==> src/rtl/reqwalker_master.sv <==
// reqwalker_master: debounced push button that starts a Wishbone walk.
// Each accepted press issues one write, then polls a status register with
// reads separated by idle gaps until the walker reports idle (data[3:0]==0).
// Missing acks (timeout) and bus errors abort the walk and raise a sticky error.
module reqwalker_master #(
  parameter int unsigned DEBOUNCE_CYCLES = 16,
  parameter int unsigned POLL_GAP        = 4,
  parameter int unsigned ACK_TIMEOUT     = 15
) (
  input  logic        i_clk,
  input  logic        i_reset_n,
  input  logic        i_btn,
  output logic        o_wb_cyc,
  output logic        o_wb_stb,
  output logic        o_wb_we,
  output logic        o_wb_addr,
  output logic [31:0] o_wb_data,
  input  logic        i_wb_stall,
  input  logic        i_wb_ack,
  input  logic        i_wb_err,
  input  logic [31:0] i_wb_data,
  output logic        o_busy,
  output logic        o_done,
  output logic        o_err
);

  localparam int unsigned DB_W  = $clog2(DEBOUNCE_CYCLES + 1);
  localparam int unsigned GAP_W = $clog2(POLL_GAP + 1);
  localparam int unsigned TMO_W = $clog2(ACK_TIMEOUT + 1);

  localparam logic [DB_W-1:0]  DB_MAX  = DB_W'(DEBOUNCE_CYCLES - 1);
  localparam logic [GAP_W-1:0] GAP_MAX = GAP_W'(POLL_GAP - 1);
  localparam logic [TMO_W-1:0] TMO_MAX = TMO_W'(ACK_TIMEOUT - 1);

  typedef enum logic [2:0] {
    S_IDLE,
    S_WR,
    S_WR_ACK,
    S_GAP,
    S_RD,
    S_RD_ACK
  } state_e;

  state_e            state_q, state_d;
  logic              sync1_q, sync2_q;
  logic              db_q, db_d;
  logic [DB_W-1:0]   db_cnt_q, db_cnt_d;
  logic [GAP_W-1:0]  gap_q, gap_d;
  logic [TMO_W-1:0]  tmo_q, tmo_d;
  logic              pend_q, pend_d;
  logic              cyc_q, cyc_d;
  logic              stb_q, stb_d;
  logic              we_q, we_d;
  logic              busy_q, busy_d;
  logic              done_q, done_d;
  logic              err_q, err_d;
  logic              press;
  logic              abort;
  logic              rd_idle;
  logic              unused_rd_hi;

  assign rd_idle      = (i_wb_data[3:0] == 4'h0);
  assign unused_rd_hi = ^i_wb_data[31:4];

  // Two-flop synchronizer for the asynchronous button
  always_ff @(posedge i_clk or negedge i_reset_n) begin
    if (!i_reset_n) begin
      sync1_q <= 1'b0;
      sync2_q <= 1'b0;
    end else begin
      sync1_q <= i_btn;
      sync2_q <= sync1_q;
    end
  end

  // Debounce: accept a new level after DEBOUNCE_CYCLES differing samples in a row
  always_comb begin
    db_d     = db_q;
    db_cnt_d = '0;
    press    = 1'b0;
    if (sync2_q != db_q) begin
      if (db_cnt_q == DB_MAX) begin
        db_d  = sync2_q;
        press = sync2_q;
      end else begin
        db_cnt_d = db_cnt_q + 1'b1;
      end
    end
  end

  // Walk sequencing: next state, counters, pending press and error flag
  always_comb begin
    state_d = state_q;
    gap_d   = '0;
    tmo_d   = '0;
    pend_d  = pend_q;
    err_d   = err_q;
    done_d  = 1'b0;
    abort   = 1'b0;

    if (press && (state_q != S_IDLE)) begin
      pend_d = 1'b1;
    end

    case (state_q)
      S_IDLE: begin
        if (press) begin
          state_d = S_WR;
          err_d   = 1'b0;
        end
      end
      S_WR: begin
        if (i_wb_err) begin
          abort = 1'b1;
        end else if (!i_wb_stall) begin
          state_d = S_WR_ACK;
        end
      end
      S_WR_ACK: begin
        if (i_wb_err) begin
          abort = 1'b1;
        end else if (i_wb_ack) begin
          state_d = S_GAP;
        end else if (tmo_q == TMO_MAX) begin
          abort = 1'b1;
        end else begin
          tmo_d = tmo_q + 1'b1;
        end
      end
      S_GAP: begin
        if (gap_q == GAP_MAX) begin
          state_d = S_RD;
        end else begin
          gap_d = gap_q + 1'b1;
        end
      end
      S_RD: begin
        if (!i_wb_stall) begin
          state_d = S_RD_ACK;
        end
      end
      S_RD_ACK: begin
        if (i_wb_err) begin
          abort = 1'b1;
        end else if (i_wb_ack) begin
          if (!rd_idle) begin
            state_d = S_GAP;
          end else begin
            done_d = 1'b1;
            // a press landing in the completion cycle is treated as pending
            if (pend_q || press) begin
              state_d = S_WR;
              pend_d  = 1'b0;
            end else begin
              state_d = S_IDLE;
            end
          end
        end else if (tmo_q == TMO_MAX) begin
          abort = 1'b1;
        end else begin
          tmo_d = tmo_q + 1'b1;
        end
      end
      default: state_d = S_IDLE;
    endcase

    if (abort) begin
      state_d = S_IDLE;
      err_d   = 1'b1;
      pend_d  = 1'b0;
    end
  end

  // Bus and status outputs are registered decodes of the next state
  always_comb begin
    cyc_d  = (state_d == S_WR) || (state_d == S_WR_ACK) ||
             (state_d == S_RD) || (state_d == S_RD_ACK);
    stb_d  = (state_d == S_WR) || (state_d == S_RD);
    we_d   = (state_d == S_WR);
    busy_d = (state_d != S_IDLE);
  end

  // State, counters and output registers
  always_ff @(posedge i_clk or negedge i_reset_n) begin
    if (!i_reset_n) begin
      state_q  <= S_IDLE;
      db_q     <= 1'b0;
      db_cnt_q <= '0;
      gap_q    <= '0;
      tmo_q    <= '0;
      pend_q   <= 1'b0;
      cyc_q    <= 1'b0;
      stb_q    <= 1'b0;
      we_q     <= 1'b0;
      busy_q   <= 1'b0;
      done_q   <= 1'b0;
      err_q    <= 1'b0;
    end else begin
      state_q  <= state_d;
      db_q     <= db_d;
      db_cnt_q <= db_cnt_d;
      gap_q    <= gap_d;
      tmo_q    <= tmo_d;
      pend_q   <= pend_d;
      cyc_q    <= cyc_d;
      stb_q    <= stb_d;
      we_q     <= we_d;
      busy_q   <= busy_d;
      done_q   <= done_d;
      err_q    <= err_d;
    end
  end

  assign o_wb_cyc  = cyc_q;
  assign o_wb_stb  = stb_q;
  assign o_wb_we   = we_q;
  assign o_wb_addr = 1'b0;
  assign o_wb_data = '0;
  assign o_busy    = busy_q;
  assign o_done    = done_q;
  assign o_err     = err_q;

endmodule
==> config.mk <==
export PLATFORM = sky130hd
export DESIGN_NAME = reqwalker_master
export DESIGN_NICKNAME = d
export VERILOG_FILES = /design/src/rtl/reqwalker_master.sv
export SDC_FILE = /design/constraint.sdc
export NUM_CORES = 1
export LEC_CHECK = 0
export CORE_UTILIZATION = 39
export CTS_CLUSTER_DIAMETER = 50
export DETAILED_ROUTE_END_ITERATION = 7
export GPL_TIMING_DRIVEN = 0
export PLACE_DENSITY = 0.87
export SLEW_MARGIN = 0
export SYNTH_ARGS = -nofsm -noshare
export SYNTH_HDL_FRONTEND = slang
export SYNTH_SLANG_ARGS = --single-unit
==> constraint.sdc <==
create_clock -name i_clk -period 2.94 [get_ports i_clk]
set_input_delay 0.441 -clock i_clk [delete_from_list [all_inputs] [get_ports i_clk]]
set_output_delay 0.441 -clock i_clk [all_outputs]
set_load 0.1 [all_outputs]
==> Yosys cells after proc, flatten, opt, wreduce, memory -nomap -nowiden <==
Index checks and enable logic that the tools add are counted.
{ "word_totals": {"output_inout_bits": 39, "reg_bits": 25, "wordCells": 87} }
{ "classes": {"reduce_logical": 15, "n_mux": 42, "n_eq_ne": 13, "addsub": 3} }
{ "op_table": {"columns": ["op", "n"], "rows": [
  ["3-bit 2-to-1 mux", 12],
  ["1-bit 2-to-1 mux", 21],
  ["3-bit case mux with 6 select lines", 1],
  ["4-bit 2-to-1 mux", 4],
  ["3-bit by 2-bit equality test with 1-bit output (second input constant)", 4],
  ["3-bit equality test (second input constant)", 4],
  ["5-bit 2-to-1 mux", 2],
  ["3-bit by 1-bit equality test with 1-bit output (second input constant)", 2],
  ["3-bit nonzero test", 2],
  ["5-bit by 1-bit adder with 5-bit output (second input constant)", 1],
  ["5-bit by 4-bit equality test with 1-bit output (second input constant)", 1],
  ["1-bit logical OR", 5],
  ["4-bit by 1-bit adder with 4-bit output (second input constant)", 1],
  ["4-bit equality test (second input constant)", 1],
  ["4-bit zero test", 1],
  ["2-bit AND reduction", 2],
  ["2-bit nonzero test", 2],
  ["3-bit by 1-bit adder with 3-bit output (second input constant)", 1],
  ["3-bit zero test", 1],
  ["2-bit 2-to-1 mux", 1],
  ["1-bit case mux with 2 select lines", 1],
  ["2-bit OR reduction", 1],
  ["1-bit logical AND", 1],
  ["1-bit inequality test", 1]
]} }

==> Longest topological paths before layout <==
Gate-level depths: netlist of run 1.
{ "logic_depth": {"depth_word": 14, "mapped_depth": 6} }

==> Worst setup path after synthesis of run 1 <==
Ideal clock, no wire load.
{ "synth_timing": {"path_kind": "input to register", "start": "in i_wb_data[1]", "end": "reg cyc_q, in the netlist o_wb_cyc", "t_required_ns": 2.815, "setup_ns": 0.125, "cell_stages": 5, "arrival_ns": 1.628, "path_slack_ns": 1.186, "cell_sequence": "or4_4 > o21ai_2 > o211a_1 > nand3b_1 > mux2_4"} }
{ "synth_via": {"elab_chain_len": 10} }
{ "synth_lines": {"columns": ["element", "line_no", "rtl"], "rows": [
  ["start, declared", "21", "input logic [31:0] i_wb_data,"],
  ["4-bit zero test (*)", "62", "assign rd_idle = (i_wb_data[3:0] == 4'h0);"],
  ["2-bit 2-to-1 mux (*)", "146", "if (!rd_idle) begin"],
  ["3-bit 2-to-1 mux (*)", "145", "end else if (i_wb_ack) begin"],
  ["3-bit 2-to-1 mux (*)", "143", "if (i_wb_err) begin"],
  ["3-bit case mux with 6 select lines (*)", "105", "case (state_q)"],
  ["3-bit 2-to-1 mux (*)", "167", "if (abort) begin"],
  ["3-bit by 1-bit equality test with 1-bit output / 3-bit by 2-bit equality test with 1-bit output (equally long branches)", "176", "cyc_d = (state_d == S_WR) || (state_d == S_WR_ACK) ||"],
  ["1-bit logical OR (2 in a row)", "176", null],
  ["1-bit logical OR (*)", "177", "(state_d == S_RD) || (state_d == S_RD_ACK);"],
  ["named net cyc_d", "51", "logic cyc_q, cyc_d;"],
  ["end signal, assigned", "205", "cyc_q <= cyc_d;"],
  ["end, declared", "51", null]
]} }
Mark *: on every way through the listed nets, which the timed path passes. The rest lies on a longest branch.
A chain may end at the register's enable or synchronous reset.

==> Worst setup path in the final report of run 1 <==
{ "layout_timing": {"start": "reg err_q, in the netlist o_err", "end": "out o_err"} }
{ "layout_lines": {"columns": ["element", "line_no", "rtl"], "rows": [
  ["start, declared", "56", "logic err_q, err_d;"],
  ["start signal, assigned", "210", "err_q <= err_d;"],
  ["end, declared", "24", "output logic o_err"]
]} }
No word-level cell between the ends.

==> impl_metrics.ini, run 1 <==
[yosys]
dominantRegCellSynth = dfrtp_1
syn_area_um2 = 1508
synth_top_cell_area_share_pct = 41.49
syn_avg_cell_area_um2 = 9.603
ys_seq_area_share_pct = 41.49
synth-edff-count = 0
synthArstFlopShare_pct = 100.0
ys_seq_elements = 25
yosysTopAreaCell = dfrtp_1
yosysWarningCount = 0
synth_area_leaders = dfrtp_1 (41%), buf_4 (16%), nor2_1 (4.7%)
yosysUniqueCellTypes = 41
synthCells = 157

[grt]
grt_overflow = 0
grt_pass1_wl_um = 3850
grt_usage_pct = 11.85
antenna_found_initial = 0
grt_max_degree = 26
first_global_vias = 921

[power]
ir_drop_mv = 0.4824
power_density_nw_per_um2 = 650.9
p_leak_nw = 0.9633
p_total_mw = 1.226

[clocking]
clock_latency_ns = 0.27
cts.path.max_buffers = 2
htree_levels = 1
cts.sinks = 25
cts_setup_buffers = 0
cts_tree = done
clk_pin_slew_worst_paths_ns = 0.08
hold_buffers = 0
clock-root-buffer = clkbuf_8
cts_buffers = 3
cts_resized = 0

[worst_setup_path]
worstRegToRegCells = 6
required_ns = 2.50
cpMaxStageDelayCell = clkdlybuf4s50_1
startpoint_type = flip-flop
critPathTopFamily = buffers and inverters
end_kind = output port
r2r-end = o_wb_cyc$_DFF_PN0_
crit_buf_inv = 1
r2r_start = db_cnt_q[0]$_DFF_PN0_
crit_arrival_ns = 1.76
cp_cell_sequence = clkdlybuf4s50_1
worst-r2r-setup-slack_ns = 1.10
critPathMaxFanout = 2
max_stage_delay_ns = 1.13
critPathKind = reg -> out

[die]
start_util_pct = 40.88
io_pins = 77
core_area_um2 = 3689
fp-row-count = 22
design.die.area_um2 = 4118
die_x_um = 64.18
die_h_um = 64.18

[sta]
hold_viol = 0
hold_ws_ns = 0.3527
slew_headroom_pct = 31.13
rsz0062_at_grt = false
fin_skew_ns = 0.003609
max_freq_mhz = 454.4
worst_slew_pin_slew_ns = 1.030
period_minus_slack_ns = 2.201
slew_viol_final = 0
setup_viol = 0
tns_ns = 0
timing.final.crit_share_pct = 74.85

[layout]
nets = 251
fill_cells = 352
design_area_um2 = 1884
layoutNonFillerInstCount = 256
diodes = 0
area_growth_pct = 24.98
drive_gt1_share_pct = 24.04

[placement]
dpl.hpwl_um = 1797
postPlaceCellArea_um2 = 1838
dp.cells = 252
port_buffers = 15
gp_congestion = 0.8747

[detailed_routing]
drt_iter0_markers = 12
vias = 1070
ant_nets = 0
drt-total-wl_um = 2268
vias_per_cell = 4.180
first_pass_iters = 4
wl_per_cell_um = 8.859
drcViolationCount = 0

[job]
maxCapViolCount = 0

[min_path]
min_from = sync1_q$_DFF_PN0_
worstHoldPathCells = 0
min_to = sync2_q$_DFF_PN0_
hp-class = reg -> reg

[status]
status = finished, final reports clean
## cell usage after synthesis, types with 2 or more instances
master / n
ha_1: 4
nand2b_1: 2
or2_2: 2
inv_1: 3
nor2b_1: 5
nand3b_1: 2
a31oi_1: 3
dfrtp_1: 25
xnor2_1: 3
nor2_1: 19
a21oi_1: 6
o21ai_0: 2
xor2_1: 2
and2_1: 2
buf_2: 3
buf_4: 33
nand3_1: 5
nor3b_1: 2
nand2_1: 7
mux2i_1: 2
nor3_1: 5
## metal layers
metal | GRT usage (%) | vias up | share of wire, %
met4 | 5.000 | 0 | 1.6
met2 | 20.88 | 27 | 50
met3 | 1.964 | 5 | 4.9
li1 | - | 567 | -
met5 | 0 | - | 0
met1 | 14.16 | 471 | 43
## area by class of cell
class | count | area, um2 | area share (%)
plain buffers | 36 | 262.8 | 13.94
clock buffers | 3 | 41.29 | 2.191
clock inverters | 1 | 5.005 | 0.2656
inverters | 3 | 11.26 | 0.5976
multi-input cells | 125 | 728.2 | 38.65
flip-flops and latches | 25 | 625.6 | 33.20
well taps | 48 | 60.06 | 3.187
repair buffers | 15 | 150.1 | 7.968
## kinds of logic after synthesis
group | after synthesis | share of synthesized area, %
mux | 4 | 3.070
simple gates | 57 | 20.66
fa+ha+maj | 4 | 3.320
xor+xnor | 5 | 2.905
flops | 25 | 41.49
compound gates | 22 | 10.13
buf+inv | 39 | 18.17
other cells | 1 | 0.2487
## power breakdown
| part | switching, mW | internal (mW) |
|---|---|---|
| clock network | 0.100 | 0.0947 |
| logic | 0.454 | 0.182 |
| registers | 0.0172 | 0.378 |
## worst reg2reg max path, cell delays in order, from the launching register on
cell and delay (ns):
dfrtp_1 0.38, ha_1 0.23, and4b_1 0.29, nand3_1 0.14, a21oi_2 0.23, nand3b_1 0.16, mux2_4 0.30
## how the worst max path moves through the flow
stage	from	end	cells after the start
after global placement	i_wb_err	o_wb_cyc$_DFF_PN0_	6
after CTS	o_err$_DFFE_PN0P_	o_err	1
after floorplan	i_wb_data[1]	o_wb_cyc$_DFF_PN0_	5
final	o_err$_DFFE_PN0P_	o_err	1
after global routing	o_err$_DFFE_PN0P_	o_err	1
after detailed placement	i_wb_err	o_wb_cyc$_DFF_PN0_	6
## per-stage QoR
stage / util [%] / setup slack (ns)
finish: 51.09 / 0.7395
global route: 51.09 / 0.6947
CTS: 51.09 / 0.7244
detailed placement: 49.83 / 0.6707
global placement: 49.83 / 0.6625
floorplan: - / 1.186
## cell usage in the layout (no fill, tap or decap), types with 4 or more instances in the layout
| cell | instances |
|---|---|
| nor3_1 | 5 |
| dfrtp_1 | 25 |
| a21oi_1 | 6 |
| buf_4 | 33 |
| nand2_1 | 7 |
| conb_1 | 33 |
| ha_1 | 4 |
| clkdlybuf4s50_1 | 15 |
| nor2_1 | 19 |
| nand3_1 | 5 |
| nor2b_1 | 5 |
## registers in the layout (all words and copies together), names as in the netlist
signal and flops:
o_busy 1, o_wb_cyc 1, db_cnt_q 5, tmo_q 4, state_q 3, sync1_q 1, pend_q 1, gap_q 3
o_err 1, sync2_q 1, o_wb_we 1, o_done 1, db_q 1, o_wb_stb 1
No activity file was read; power rests on OpenSTA's default activity.
==> inputs of run 2 (changes only) <==
==> constraint.sdc (replaced) <==
create_clock -name i_clk -period 2.2 [get_ports i_clk]
set_input_delay 0.33 -clock i_clk [delete_from_list [all_inputs] [get_ports i_clk]]
set_output_delay 0.33 -clock i_clk [all_outputs]
set_load 0.1 [all_outputs]
==> results of run 2 <==
Same layout as run 1 (identical final DEF). Status: finished, final reports clean.
Main changes from that run: setup slack after placement 0.6707 ns -> 0.04166 ns; setup slack after layout 0.7395 ns -> 0.1105 ns; register-to-register setup slack 1.10 ns -> 0.36 ns; total power 1.226 mW -> 1.639 mW; worst IR drop on VDD 0.4824 mV -> 0.6446 mV
